**config.mk**
```make
export PLATFORM = sky130hd
export DESIGN_NAME = dmem_lsu
export DESIGN_NICKNAME = d
export VERILOG_FILES = /design/src/rtl/dmem_lsu.sv
export SDC_FILE = /design/constraint.sdc
export NUM_CORES = 1
export LEC_CHECK = 0
export BUFFER_PORTS_ARGS = -buffer_cell sky130_fd_sc_hd__buf_2
export CORE_MARGIN = 2
export CORE_UTILIZATION = 51
export DETAILED_ROUTE_END_ITERATION = 12
export GPL_TIMING_DRIVEN = 0
export HOLD_SLACK_MARGIN = 0.08
export PLACE_DENSITY_LB_ADDON = 0.3
export SLEW_MARGIN = 25
export SYNTH_ARGS = -nofsm -noshare
export SYNTH_HDL_FRONTEND = slang
export SYNTH_SLANG_ARGS = --single-unit
```
**constraint.sdc**
```tcl
create_clock -name clk -period 3.4 [get_ports clk]
set_clock_uncertainty 0.05 [all_clocks]
set_input_delay 0.17 -clock clk [delete_from_list [all_inputs] [get_ports clk]]
set_output_delay 0.17 -clock clk [all_outputs]
set_load 0.1 [all_outputs]
```
**src/rtl/dmem_lsu.sv**
```systemverilog
// rtl/dmem_lsu.sv - single-outstanding load/store unit for a word-organised data RAM (optional DMEM_LSU_MISALIGN_EN)
module dmem_lsu #(
   parameter int DM_AW = 5
) (
   input  logic             clk,
   input  logic             resetn,
   input  logic             req_valid,
   output logic             req_ready,
   input  logic [3:0]       req_op,
   input  logic [31:0]      req_addr,
   input  logic [31:0]      req_wdata,
   output logic             res_valid,
   input  logic             res_ready,
   output logic [31:0]      res_data,
   output logic             res_exc,
   output logic [3:0]       dm_wen,
   output logic [DM_AW-1:0] dm_addr,
   output logic [31:0]      dm_wdata,
   input  logic [31:0]      dm_rdata
);

   localparam logic [1:0] S_IDLE   = 2'd0;
   localparam logic [1:0] S_ACCESS = 2'd1;
   localparam logic [1:0] S_RESP   = 2'd2;

`ifdef DMEM_LSU_MISALIGN_EN
   // full address kept so a faulting access can report it
   localparam int AQ_W = 32;
`else
   localparam int AQ_W = 2;
`endif

   logic [1:0]       state_q;
   logic [3:0]       op_q;
   logic [AQ_W-1:0]  addr_q;
   logic [31:0]      res_data_q;
   logic [DM_AW-1:0] dm_addr_q;
   logic [31:0]      dm_wdata_q;
   logic             misalign;
   logic [3:0]       wen_lanes;
   logic [31:0]      st_lanes;
   logic [31:0]      ld_data;
   logic [31:0]      byte_shift;
   logic [15:0]      half_sel;

   assign req_ready = (state_q == S_IDLE);
   assign res_valid = (state_q == S_RESP);
   assign res_data  = res_data_q;
   assign dm_addr   = dm_addr_q;
   assign dm_wdata  = dm_wdata_q;

`ifdef DMEM_LSU_MISALIGN_EN
   logic res_exc_q;
   assign res_exc = res_exc_q;

   // half needs addr[0]=0, word needs addr[1:0]=0, size 11 always faults
   always_comb begin
      misalign = 1'b0;
      case (op_q[1:0])
         2'b01:   misalign = addr_q[0];
         2'b10:   misalign = (addr_q[1:0] != 2'b00);
         2'b11:   misalign = 1'b1;
         default: misalign = 1'b0;
      endcase
   end
`else
   logic unused_addr;
   assign unused_addr = ^req_addr[31:DM_AW+2];
   assign res_exc     = 1'b0;
   assign misalign    = 1'b0;
`endif

   // replicate store data across lanes at accept so dm_wdata is ready in ACCESS
   always_comb begin
      st_lanes = req_wdata;
      case (req_op[1:0])
         2'b00:   st_lanes = {4{req_wdata[7:0]}};
         2'b01:   st_lanes = {2{req_wdata[15:0]}};
         default: st_lanes = req_wdata;
      endcase
   end

   // byte enables from registered size/offset; size 11 behaves as word
   always_comb begin
      wen_lanes = 4'b1111;
      case (op_q[1:0])
         2'b00:   wen_lanes = 4'b0001 << addr_q[1:0];
         2'b01:   wen_lanes = addr_q[1] ? 4'b1100 : 4'b0011;
         default: wen_lanes = 4'b1111;
      endcase
   end

   // writes only in ACCESS; async reset leaves IDLE so dm_wen drops at once
   assign dm_wen = ((state_q == S_ACCESS) && op_q[3] && !misalign) ? wen_lanes : 4'b0000;

   // lane select and sign/zero extension of RAM read data
   always_comb begin
      byte_shift = dm_rdata >> {addr_q[1:0], 3'b000};
      half_sel   = addr_q[1] ? dm_rdata[31:16] : dm_rdata[15:0];
      ld_data    = dm_rdata;
      case (op_q[1:0])
         2'b00:   ld_data = {{24{byte_shift[7] & ~op_q[2]}}, byte_shift[7:0]};
         2'b01:   ld_data = {{16{half_sel[15] & ~op_q[2]}}, half_sel};
         default: ld_data = dm_rdata;
      endcase
   end

   // IDLE -> ACCESS -> RESP -> IDLE sequencing and result capture
   always_ff @(posedge clk or negedge resetn) begin
      if (!resetn) begin
         state_q    <= S_IDLE;
         op_q       <= 4'b0000;
         addr_q     <= '0;
         res_data_q <= 32'h0;
         dm_addr_q  <= '0;
         dm_wdata_q <= 32'h0;
`ifdef DMEM_LSU_MISALIGN_EN
         res_exc_q  <= 1'b0;
`endif
      end else begin
         case (state_q)
            S_IDLE: begin
               if (req_valid) begin
                  op_q       <= req_op;
                  addr_q     <= req_addr[AQ_W-1:0];
                  dm_addr_q  <= req_addr[DM_AW+1:2];
                  dm_wdata_q <= st_lanes;
                  state_q    <= S_ACCESS;
               end
            end
            S_ACCESS: begin
`ifdef DMEM_LSU_MISALIGN_EN
               res_exc_q <= misalign;
               if (misalign)
                  res_data_q <= addr_q;
               else
`endif
               if (op_q[3])
                  res_data_q <= 32'h0;
               else
                  res_data_q <= ld_data;
               state_q <= S_RESP;
            end
            S_RESP: begin
               if (res_ready)
                  state_q <= S_IDLE;
            end
            default: state_q <= S_IDLE;
         endcase
      end
   end

endmodule

```
==> results.toml, run 1 <==
[routing]
wl_per_cell_um = 17.4
finalWirelength_um = 11500
vias = 3620
drt-initial-drc-count = 209
post_route_drc = 0
antenna_left = 0
firstDrtPassIters = 5
vias_per_cell = 5.48

[global_routing]
antenna_found_initial = 0
overflow = 0
grt_pass1_wl_um = 18300
grt_use_total_pct = 27.9
grt_max_degree = 43
first_global_vias = 3682

[cells_and_area]
synthToLayoutAreaGrowth_pct = 37.4
layout_commonest_cell = "sky130_fd_sc_hd__buf_2"
nFillCells = 581
fin_nets = 661
finalCoreUtilization_pct = 72.8
multi_input_comb_area_mm2 = 0.00177
most-common-layout-cells = "sky130_fd_sc_hd__buf_2 (162), sky130_fd_sc_hd__dfrtp_1 (77), sky130_fd_sc_hd__o21ai_0 (52), sky130_fd_sc_hd__mux2_2 (34), sky130_fd_sc_hd__dlygate4sd3_1 (34)"
antenna-diode-count = 0
final_layout_size_suffix_gt1_share_pct = 40.6
sequential_cell_area_mm2 = 0.00193

[logic_synthesis]
post_synth_num_cell_types = 31
number_of_storage_elements_in_the_synthesis_netlist = 77
synth_sequential_area_ratio_pct = 49.9
yosysWarningCount = 0
syn_area_per_cell_um2 = 10.7
synth_top_area_cell = "sky130_fd_sc_hd__dfrtp_1"
synthesis.nets = 464
synth_largest_type_area_fraction_pct = 49.9
yosys-top-cells-area = "sky130_fd_sc_hd__dfrtp_1 (50%), sky130_fd_sc_hd__mux2_2 (9.9%), sky130_fd_sc_hd__o21ai_0 (6.7%)"
post_synth_inst_count = 360
post_synth_instance_area_mm2 = 0.00386

[placed_design]
detailed_place_hpwl_um = 8140
port_buffers = 151
place.gp.congestion = 0.897

[die]
floorplan.core_area_mm2 = 0.00729
chipWidth_um = 91.1
initial_core_util_pct = 53.0
die-area_mm2 = 0.00829
placement_rows = 31
dieHeight_um = 91.1
design.portCount = 180

[clock_network]
cts_made_buffers = 9
postCtsSetupBuffers = 0
post_cts_resized = 0
cts_max_path_buffers = 2
tritoncts_num_sinks = 77
ctsHtreeMaxLevel = 3
tritoncts_clock_tree = "yes"
cts_hold_buffers = 34
clkSlewWorstSetupHoldPaths_ns = 0.09
clock_root_cell = "sky130_fd_sc_hd__clkbuf_8"
skew_pair_late_insertion_delay_ns = 0.34

[worst_setup_path]
cp-start-kind = "register"
cpPeakStageDelay_ns = 0.44
required_ns = 3.18
cp_cell_sequence = "clkbuf_2 -> buf_1 -> a21oi_1 -> nor2_1 -> buf_2"
critical_path.max_fanout = 10
timing_worst_setup_path_type = "reg -> out"
worstRegToRegCells = 5
cp_data_arrival_time_ns = 2.05
timing.critical_path.slowest_stage_cell = "sky130_fd_sc_hd__buf_2"
timing.critical_path.to_type = "primary output"

[timing]
grt_setup_unrepaired = "no"
final-max-slew-violation-count = 0
timing.final.crit_share_pct = 66.9
fmax_mhz = 440
fin_crit_ns = 2.27
tightest_slew_ns = 0.548
setup_viol_count_final = 0
maxSlewHeadroom_pct = 63.5
report.final.hold_viol_count = 0
tns_ns = 0

[hold_path]
timing.hold.worst.class = "in -> reg"
whs_path_depth = 3

[run_status]
run_status = "finished, final reports clean"

[run]
max_cap_violations = 0
## metrics by stage
step / setup slack (ns) / area (um2) / hold WS, ns / instances
2_1_floorplan: 0.854 / 3860 / -0.176 / 360
3_3_place_gp: 1.50 / 4740 / 0.317 / 610
3_5_place_dp: 1.48 / 4770 / 0.118 / 611
4_1_cts: 1.11 / 5310 / 0.0813 / 661
5_1_grt: 1.01 / 5310 / 0.0864 / 661
6_report: 1.13 / 5310 / 0.0884 / 661
## Yosys cell counts
cell type                   n
sky130_fd_sc_hd__conb_1     1
sky130_fd_sc_hd__nor2b_1    4
sky130_fd_sc_hd__dfrtp_1   77
sky130_fd_sc_hd__a221oi_1   8
sky130_fd_sc_hd__nor2_2     1
sky130_fd_sc_hd__and3b_1    8
sky130_fd_sc_hd__mux2i_4    1
sky130_fd_sc_hd__buf_2     12
sky130_fd_sc_hd__and2b_1    5
sky130_fd_sc_hd__nor3b_1    1
sky130_fd_sc_hd__clkbuf_2   4
sky130_fd_sc_hd__nor3b_4    1
sky130_fd_sc_hd__mux2i_1   24
sky130_fd_sc_hd__nor2_1    22
sky130_fd_sc_hd__a22oi_1   32
sky130_fd_sc_hd__nand3b_1   1
sky130_fd_sc_hd__buf_1      1
sky130_fd_sc_hd__mux2_2    34
sky130_fd_sc_hd__nor4bb_1   1
sky130_fd_sc_hd__o21ai_1    1
sky130_fd_sc_hd__a21oi_1   28
sky130_fd_sc_hd__nand2b_1   3
sky130_fd_sc_hd__buf_6      1
sky130_fd_sc_hd__inv_1      3
sky130_fd_sc_hd__clkbuf_1   8
sky130_fd_sc_hd__nor3b_2    1
sky130_fd_sc_hd__nand2_1   19
sky130_fd_sc_hd__o21ai_0   52
sky130_fd_sc_hd__mux4_2     1
sky130_fd_sc_hd__a21oi_4    1
sky130_fd_sc_hd__buf_4      4
## registers in the layout (all words and copies together), names as in the netlist
name / cells
dm_addr: 5
res_data: 32
state_q: 2
op_q: 4
addr_q: 2
dm_wdata: 32
## kinds of logic after synthesis
logic type / count (synthesis) / share of synthesized area, %
other: 1 / 0.0970
flip-flops: 77 / 49.9
multiplexers: 60 / 17.3
AND/OR/NAND/NOR: 67 / 9.52
buffers and inverters: 33 / 4.31
AO/OA/AOI/OAI: 122 / 18.9
## worst max-delay path: cells and delay by family (launching register included)
kind | cells | cell delay (ns)
buf+inv | 3 | 1.09
compound gates | 1 | 0.08
flops | 1 | 0.42
simple gates | 1 | 0.12
## routing by layer
metal	part of all wire, %	vias to the layer above	global-route usage [%]
li1	-	1703	-
met1	43	1740	38.0
met2	48	154	43.5
met3	6.6	23	5.73
met4	2.5	0	12.0
met5	0	-	0
## layout make-up
type                    count  share of cell area [%]
clock buffers              11                    2.66
plain buffers              30                    2.92
clock inverters             5                    1.13
flip-flops and latches     77                    36.3
repair buffers            186                    21.1
multi-input cells         250                    33.4
well taps                  99                    2.33
inverters                   3                   0.212
## worst paths after layout
check | to | slack, ns | startpoint
max | dm_wen[2] | 1.13 | op_q[1]
min | dm_wdata[8] | 0.09 | req_wdata[8]
max reg2reg | res_data[2] | 1.52 | addr_q[1]
min reg2reg | dm_addr[4] | 0.46 | dm_addr[4]
max in group asynchronous | res_data[11] | 2.43 | resetn
min in group asynchronous | res_data[16] | 0.28 | resetn
Power of run 1 is left out: the tool's default activity adds up to more than one toggle a clock period on the data nets, which glitch-free logic cannot reach.
==> run 2: changes to the inputs <==
--- a/config.mk
+++ b/config.mk
@@ -7,7 +7,7 @@
 export LEC_CHECK = 0
 export BUFFER_PORTS_ARGS = -buffer_cell sky130_fd_sc_hd__buf_2
 export CORE_MARGIN = 2
-export CORE_UTILIZATION = 51
+export CORE_UTILIZATION = 47
 export DETAILED_ROUTE_END_ITERATION = 12
 export GPL_TIMING_DRIVEN = 0
 export HOLD_SLACK_MARGIN = 0.08
==> constraint.sdc (replaced) <==
create_clock -name clk -period 2.3 [get_ports clk]
set_clock_uncertainty 0.05 [all_clocks]
set_input_delay 0.115 -clock clk [delete_from_list [all_inputs] [get_ports clk]]
set_output_delay 0.115 -clock clk [all_outputs]
set_load 0.1 [all_outputs]
==> results.toml, run 2 (synthesis results as in run 1) <==
[run_status]
run_status = "finished, final reports clean"

[worst_setup_path]
cp_cell_sequence = "buf_6 -> clkbuf_1 -> inv_1 -> o21ai_0 -> a21oi_2 -> buf_2"
critPathTopFamily = "buffers and inverters"
cp-start-kind = "register"
cpPeakStageDelay_ns = 0.44
timing_worst_setup_path_type = "reg -> out"
critical_path.max_fanout = 10
timing.critical_path.slowest_stage_cell = "sky130_fd_sc_hd__buf_2"
cp_data_arrival_time_ns = 2.05
worstSetupStartpoint = "addr_q[1]"
timing.critical_path.to_type = "primary output"
required_ns = 2.13
crit_buf_inv = 4
crit-reg2reg-launch = "state_q[1]"

[routing]
vias = 3896
firstDrtPassIters = 5
antenna_left = 0
finalWirelength_um = 12300
drt-initial-drc-count = 284
post_route_drc = 0
wl_per_cell_um = 17.4
vias_per_cell = 5.50

[clock_network]
clkSlewWorstSetupHoldPaths_ns = 0.09
clock_root_cell = "sky130_fd_sc_hd__clkbuf_8"
tritoncts_clock_tree = "yes"
cts_max_path_buffers = 2
tritoncts_num_sinks = 77
cts_made_buffers = 9
ctsHtreeMaxLevel = 3
skew_pair_late_insertion_delay_ns = 0.36

[placed_design]
port_buffers = 151
detailed_place_hpwl_um = 8180
place_area_mm2 = 0.00479
place.gp.congestion = 0.919

[cells_and_area]
layout_commonest_cell = "sky130_fd_sc_hd__buf_2"
design_area_mm2 = 0.00575
antenna-diode-count = 0
synthToLayoutAreaGrowth_pct = 48.8
final_layout_size_suffix_gt1_share_pct = 38.6
fin_nets = 702
most-common-layout-cells = "sky130_fd_sc_hd__buf_2 (159), sky130_fd_sc_hd__dfrtp_1 (77), sky130_fd_sc_hd__dlygate4sd3_1 (75), sky130_fd_sc_hd__o21ai_0 (52), sky130_fd_sc_hd__mux2_2 (34)"

[timing]
report.final.hold_viol_count = 0
setup_viol_count_final = 0
fmax_mhz = 451
fin_crit_ns = 2.21
timing.final.crit_share_pct = 96.3
tns_ns = 0
maxSlewHeadroom_pct = 57.5
final-max-slew-violation-count = 0
grt_setup_unrepaired = "no"
fin_worst_hold_slack_ns = 0.100
tightest_slew_ns = 0.636

[die]
placement_rows = 33
die-area_mm2 = 0.00896
floorplan.core_area_mm2 = 0.00809
chipWidth_um = 94.7
dieHeight_um = 94.7
initial_core_util_pct = 47.8
design.portCount = 180

[global_routing]
antenna_found_initial = 0
first_global_vias = 3882
overflow = 0
grt_pass1_wl_um = 19200
grt_max_degree = 45
grt_use_total_pct = 28.0

[run]
max_cap_violations = 0

[hold_path]
timing.hold.worst.class = "in -> reg"
hold_path_startpoint = "dm_rdata[11]"
[run 2: cell types whose count changed in the layout (fill, tap and decap cells not counted), sizes merged]
cell / delta
inv: +2
dlygate4sd3: +41
clkbuf: +3
buf: -4
clkinv: -1
[run 2: cell type report]
cell class	count	area, um2
flip-flops and latches	77	1930
plain buffers	30	156
well taps	105	131
multi-input cells	250	1780
clock inverters	6	68.8
clock buffers	10	128
inverters	3	11.3
fillers	593	2340
repair buffers	227	1540
[run 2: per-stage QoR]
| stage | util [%] | instances | setup WS [ns] |
|---|---|---|---|
| floorplan | - | 360 | 0.403 |
| global placement | 58.9 | 616 | 0.455 |
| detailed placement | 59.2 | 617 | 0.449 |
| CTS | 70.9 | 708 | 0.0700 |
| global route | 71.1 | 708 | 0.00141 |
| finish | 71.1 | 708 | 0.0851 |
[run 2: worst register-to-register path: cells and delay by family, from the launching register on]
| family | cells | cell delay (ns) |
|---|---|---|
| AOI/OAI and AO/OA | 1 | 0.29 |
| DFF | 1 | 0.48 |
| and+or+nand+nor | 2 | 0.72 |
| buffers and inverters | 1 | 0.28 |
[run 2: repair_timing]
item,CTS,global route
setup endpoints to repair,0,3
endpoints found under the hold margin,139,0
buffers inserted,0,0
hold buffers,75,0
resized for setup,0,4
[run 2: metal layers]
metal / vias up / GRT usage, % / part of all wire [%]
met3: 32 / 5.19 / 6.0
met5: - / 0 / 0
met4: 0 / 10.6 / 2.7
met2: 176 / 45.9 / 49
met1: 1899 / 37.1 / 43
li1: 1789 / - / -
[run 2: path summary, 6_finish.rpt]
path | end | cells after the start | slack [ns]
max | dm_wen[1] | 6 | 0.09
min | res_data[11] | 3 | 0.10
max reg2reg | res_data[27] | 4 | 0.38
min reg2reg | dm_wdata[6] | 1 | 0.46
max in group asynchronous | dm_addr[2] | 3 | 1.41
min in group asynchronous | res_data[20] | 2 | 0.19
Power of run 2 is left out for the same reason.
